[src/rtl/key_debounce.sv]
// Push-button conditioning: per-channel 2-flop synchroniser, stability-count
// debounce filter, press/release pulses and an optional auto-repeat generator.

module key_debounce_ch #(
  parameter int DEBOUNCE_CYCLES = 500000,
  parameter bit ACTIVE_LOW      = 1'b1,
  parameter bit REPEAT_EN       = 1'b1,
  parameter int REPEAT_DELAY    = 25000000,
  parameter int REPEAT_PERIOD   = 5000000
) (
  input  logic clk,
  input  logic rst_n,
  input  logic key_i,
  output logic held_o,
  output logic held_d_o,
  output logic press_o,
  output logic rls_o,
  output logic rpt_o
);
  localparam int CW   = $clog2(DEBOUNCE_CYCLES + 1);
  localparam int HMAX = (REPEAT_DELAY > REPEAT_PERIOD) ? REPEAT_DELAY : REPEAT_PERIOD;
  localparam int HW   = $clog2(HMAX + 1);
  localparam logic [CW-1:0] CNT_LAST = CW'(DEBOUNCE_CYCLES - 1);
  localparam logic [HW-1:0] DLY_LAST = HW'(REPEAT_DELAY - 1);
  localparam logic [HW-1:0] PER_LAST = HW'(REPEAT_PERIOD - 1);
  localparam logic          REL_LVL  = ACTIVE_LOW;

  localparam logic [1:0] ST_IDLE  = 2'd0;
  localparam logic [1:0] ST_DELAY = 2'd1;
  localparam logic [1:0] ST_RPT   = 2'd2;

  logic          s1_q, s2_q, p;
  logic [CW-1:0] cnt_q, cnt_d;
  logic          held_q, held_d, press_q, press_d, rls_q, rls_d, rpt_q, rpt_d;
  logic [1:0]    st_q, st_d;
  logic [HW-1:0] hcnt_q, hcnt_d;

  assign p = ACTIVE_LOW ? ~s2_q : s2_q;

  always_comb begin
    cnt_d   = cnt_q;
    held_d  = held_q;
    press_d = 1'b0;
    rls_d   = 1'b0;
    // Any sample agreeing with the accepted level restarts the stability count.
    if (p == held_q) begin
      cnt_d = '0;
    end else if (cnt_q == CNT_LAST) begin
      held_d  = p;
      cnt_d   = '0;
      press_d = p;
      rls_d   = ~p;
    end else begin
      cnt_d = cnt_q + CW'(1);
    end
  end

  always_comb begin
    st_d   = st_q;
    hcnt_d = hcnt_q;
    rpt_d  = 1'b0;
    // Release wins over any pending repeat tick in the same cycle.
    if (rls_d) begin
      st_d   = ST_IDLE;
      hcnt_d = '0;
    end else if (press_d && REPEAT_EN) begin
      st_d   = ST_DELAY;
      hcnt_d = '0;
    end else begin
      case (st_q)
        ST_DELAY: begin
          if (hcnt_q == DLY_LAST) begin
            rpt_d  = 1'b1;
            st_d   = ST_RPT;
            hcnt_d = '0;
          end else begin
            hcnt_d = hcnt_q + HW'(1);
          end
        end
        ST_RPT: begin
          if (hcnt_q == PER_LAST) begin
            rpt_d  = 1'b1;
            hcnt_d = '0;
          end else begin
            hcnt_d = hcnt_q + HW'(1);
          end
        end
        default: begin
          st_d   = ST_IDLE;
          hcnt_d = '0;
        end
      endcase
    end
  end

  always_ff @(posedge clk or negedge rst_n) begin
    if (!rst_n) begin
      s1_q    <= REL_LVL;
      s2_q    <= REL_LVL;
      cnt_q   <= '0;
      held_q  <= 1'b0;
      press_q <= 1'b0;
      rls_q   <= 1'b0;
      rpt_q   <= 1'b0;
      st_q    <= ST_IDLE;
      hcnt_q  <= '0;
    end else begin
      s1_q    <= key_i;
      s2_q    <= s1_q;
      cnt_q   <= cnt_d;
      held_q  <= held_d;
      press_q <= press_d;
      rls_q   <= rls_d;
      rpt_q   <= rpt_d;
      st_q    <= st_d;
      hcnt_q  <= hcnt_d;
    end
  end

  assign held_o   = held_q;
  assign held_d_o = held_d;
  assign press_o  = press_q;
  assign rls_o    = rls_q;
  assign rpt_o    = rpt_q;
endmodule

module key_debounce #(
  parameter int N_KEYS          = 3,
  parameter int DEBOUNCE_CYCLES = 500000,
  parameter bit ACTIVE_LOW      = 1'b1,
  parameter bit REPEAT_EN       = 1'b1,
  parameter int REPEAT_DELAY    = 25000000,
  parameter int REPEAT_PERIOD   = 5000000
) (
  input  logic              clk,
  input  logic              rst_n,
  input  logic [N_KEYS-1:0] key_raw,
  output logic [N_KEYS-1:0] held,
  output logic [N_KEYS-1:0] press,
  output logic [N_KEYS-1:0] rls,
  output logic [N_KEYS-1:0] rpt,
  output logic              any_held
);
  logic [N_KEYS-1:0] held_d;
  logic              any_held_q;

  for (genvar g = 0; g < N_KEYS; g++) begin : g_ch
    key_debounce_ch #(
      .DEBOUNCE_CYCLES(DEBOUNCE_CYCLES),
      .ACTIVE_LOW     (ACTIVE_LOW),
      .REPEAT_EN      (REPEAT_EN),
      .REPEAT_DELAY   (REPEAT_DELAY),
      .REPEAT_PERIOD  (REPEAT_PERIOD)
    ) u_ch (
      .clk     (clk),
      .rst_n   (rst_n),
      .key_i   (key_raw[g]),
      .held_o  (held[g]),
      .held_d_o(held_d[g]),
      .press_o (press[g]),
      .rls_o   (rls[g]),
      .rpt_o   (rpt[g])
    );
  end

  // Built from next-state held so it changes on the same edge as held.
  always_ff @(posedge clk or negedge rst_n) begin
    if (!rst_n) any_held_q <= 1'b0;
    else        any_held_q <= |held_d;
  end

  assign any_held = any_held_q;
endmodule

[config.mk]
export PLATFORM = sky130hd
export DESIGN_NAME = key_debounce
export DESIGN_NICKNAME = d
export VERILOG_FILES = /design/src/rtl/key_debounce.sv
export SDC_FILE = /design/constraint.sdc
export NUM_CORES = 1
export LEC_CHECK = 0
export ABC_AREA = 1
export CAP_MARGIN = 20
export CORE_MARGIN = 4
export CORE_UTILIZATION = 55
export CTS_CLUSTER_SIZE = 12
export DETAILED_ROUTE_END_ITERATION = 10
export HOLD_SLACK_MARGIN = 0.08
export MAX_ROUTING_LAYER = met4
export PLACE_DENSITY = 0.75
export SETUP_SLACK_MARGIN = 0.2
export SYNTH_ARGS = -nofsm -noshare
export SYNTH_HDL_FRONTEND = slang
export SYNTH_SLANG_ARGS = --single-unit
[constraint.sdc]
create_clock -name clk -period 4.8 [get_ports clk]
set_input_delay 0.48 -clock clk [delete_from_list [all_inputs] [get_ports clk]]
set_output_delay 0.48 -clock clk [all_outputs]
set_load 0.005 [all_outputs]
==> parameters.txt <==
Parameter                              Value

CTS
  Clock transition at the register clock pins on the worst setup and hold paths after CTS    0.06 ns
  Number of buffers created by CTS    17
  Clock latency on the worst-skew pair    0.43 ns
  TritonCTS clock tree    yes
  Number of buffers on the longest clock path    2
  Cell at the root of the clock tree    clkbuf_16
  Post-CTS Resized    0
  Clock sink count    roughly 160
  CTS Hold Bufs    0
  Setup Fix Bufs, Post-CTS    0
  Maximum level of the CTS H-tree    4

Synthesis
  Ys async rst share    100%
  Area of the mapped netlist    approximately 9300 um^2
  Main flop type after synthesis    dfrtp_1
  Count of flip-flops with a built-in enable after synthesis    0
  Fraction of the yosys area taken by sequential cells    between 40% and 50%
  Post-Synthesis Net Count    between 1000 and 1500
  Gate Count Post-Synth    about 1300
  Mean instance size in the synthesized netlist    ~7.3 um^2
  Top cell types by occurrence after synthesis    nand2_1, nor2_1, inv_1
  Biggest area consumer among synthesized cells    dfrtp_1
  Fraction of post-synthesis cell area in the top cell type by area    40.5%
  Number of storage elements in the synthesis netlist    approximately 160
  Largest cells by area after synthesis    dfrtp_1, nand2_1, nor2_1, inv_1, nand3_1
  Library cell with the highest instance count after synthesis    nand2_1
  Yosys warnings    0
  Post-synth cell types    42

Run
  Maxcap violations    0

Timing
  Number of endpoints failing setup at the final stage    0
  Transition at the pin with the smallest max-transition slack    slightly below 0.9 ns
  Setup repair after global routing missed its margin    false
  Post-layout min period    1.89 ns
  Final Skew    0.00990 ns
  Pins Over Slew Limit    0
  Total Negative Setup Slacks    0 ns
  Share of the clock period used by the worst path after layout    39.4%
  Number of endpoints with negative hold slack in the final report    0
  Fmax    529 MHz
  Rel. slew slack    between 40 and 50%

Finish
  Util after Layout    around three fifths
  Area added between synthesis and finish    9.66%
  Antenna diode count    0
  Number of nets in the layout    1308
  Share of cells above drive strength 1    under 10%

Setup path
  Required time reported for the critical path endpoint    about 5.1 ns
  Category of the critical setup timing path    register to register
  Worst-case reg-to-reg path depth    10
  Worst setup path startpoint    g_ch[2].u_ch.cnt_q[0]
  Crit Path Max Fanout    21
  Critical Path Source Type    register
  Launch instance of the worst register-to-register path    g_ch[2].u_ch.cnt_q[0]
  CP Capture Type    register
  Crit path arrival time    roughly 2.2 ns

Placement
  HPWL after detailed placement    around 14000 um
  Final Wtd Congestion    between 0.9 and 1
  IO buf count    17

Detailed routing
  Vias per cell    approximately 5.2
  Total number of vias    about 7900
  Iteration-0 DRC count of the detailed router    a little over 500
  DRC Markers    0
  Number of optimization iterations in the first detailed-route pass    7
  Total wire length    just under 20000 um
  Routed wire per std cell    between 10 and 15 um
  Post-route antenna net violation count    0

Min path
  Path class of the lowest-slack min-delay path    input pin to asynchronous set/reset pin

Die
  Cell row count    47
  Floorplan die width    138 um
  Starting Density    between 50% and 60%
  Area of the core region    16600 um^2
  Vertical extent of the die    roughly 140 um
  Die outline area    ~19000 um^2
  Total I/O pin count    18

GRT
  Pin count of the biggest net entering global routing    99
  All-layer global routing usage    22.0%
  Number of antenna violations at the first check in global routing    0
  Global-route wire length before repair    between 30000 and 40000 um
  Total global routing overflow    0
  Via count of the first global-routing pass    about 7600

Power
  Worst ir drop on vdd    ~0.26 mV
  Leakage power total    approximately 4.5 nW
  P per Cell Area    roughly 270 nW/um^2

Outcome
  Outcome    finished clean
[per-stage QoR]
step	instance area, um^2	power [mW]	instances	worst slack [ns]	hold WS [ns]
5_1_grt	10200	2.90	1524	2.66	0.206
2_1_floorplan	9330	1.39	1274	3.22	0.184
6_report	10200	2.80	1524	2.91	0.109
4_1_cts	10200	2.83	1524	2.89	0.176
3_3_place_gp	9620	1.42	1492	3.02	0.348
3_5_place_dp	9620	1.42	1492	2.92	0.347
[kinds of logic (layout without fill, tap and decap cells)]
group / Yosys count / in the layout / share of synthesized area, %
DFF: 157 / 157 / 42.2
AOI/OAI and AO/OA: 67 / 67 / 3.98
adders and majority gates: 12 / 12 / 1.61
xor gates and xnor gates: 60 / 60 / 5.63
and+or+nand+nor: 748 / 748 / 36.3
buffers and inverters: 230 / 260 / 10.3
[sequential cells by signal, indices dropped and copies added (netlist names), 3 cells and up]
name and cells:
g_ch.u_ch.press_o 3, g_ch.u_ch.s1_q 3, g_ch.u_ch.cnt_q 57, g_ch.u_ch.held_o 3
g_ch.u_ch.s2_q 3, g_ch.u_ch.rpt_o 3, g_ch.u_ch.rls_o 3, g_ch.u_ch.st_q 6
g_ch.u_ch.hcnt_q 75
[cell usage in the layout (no fill, tap or decap), types with 8 or more instances in the layout]
master	count
clkdlybuf4s50_1	16
nor2_2	19
xnor2_1	9
inv_1	204
nand2_1	253
nor2_4	9
ha_1	12
nor3_1	47
nand4_1	46
o21ai_0	32
clkbuf_16	17
nand3_1	96
nor2_1	241
nand2_2	8
a21oi_1	19
xor2_1	51
dfrtp_1	151
[per-layer routing]
metal	global-route usage, %	routed length, um
met1	29.4	9270
met3	4.49	747
met5	-	0
met2	34.0	9030
met4	6.76	401
[critical path: stages, from the launching register on]
cell      delay (ns)
dfrtp_1         0.37
ha_1            0.21
nand2_1         0.11
nor2_2          0.17
inv_1           0.08
nor2_1          0.14
nand3b_1        0.11
nand2_1         0.10
inv_1           0.05
nand3_2         0.30
nor2_1          0.10
[cell type report]
cell class	instances	area, um^2
fill	1528	6350
multi-input combinational	887	4430
sequential	157	3940
inverter	209	790
clock buffer	20	447
tap	220	275
timing repair buffer	19	186
clock inverter	12	161
[final timing paths]
kind / slack [ns] / endpoint
max reg2reg: 2.91 / g_ch[2].u_ch.hcnt_q[12]
min: 0.11 / g_ch[2].u_ch.hcnt_q[17]
max in group asynchronous: 3.57 / g_ch[0].u_ch.s2_q
max: 2.91 / g_ch[2].u_ch.hcnt_q[12]
min in group clk: 0.35 / g_ch[0].u_ch.s2_q
min reg2reg: 0.35 / g_ch[0].u_ch.s2_q
[where the power goes]
| part | total (mW) | leakage, nW | switching (mW) | internal [mW] |
|---|---|---|---|---|
| logic | 0.0571 | 2.09 | 0.0441 | 0.0129 |
| clock network | 1.40 | 0.281 | 0.563 | 0.837 |
| registers | 1.34 | 2.17 | 0.00664 | 1.33 |
| total | 2.80 | 4.53 | 0.614 | 2.18 |
No activity file was read; power rests on OpenSTA's default activity.
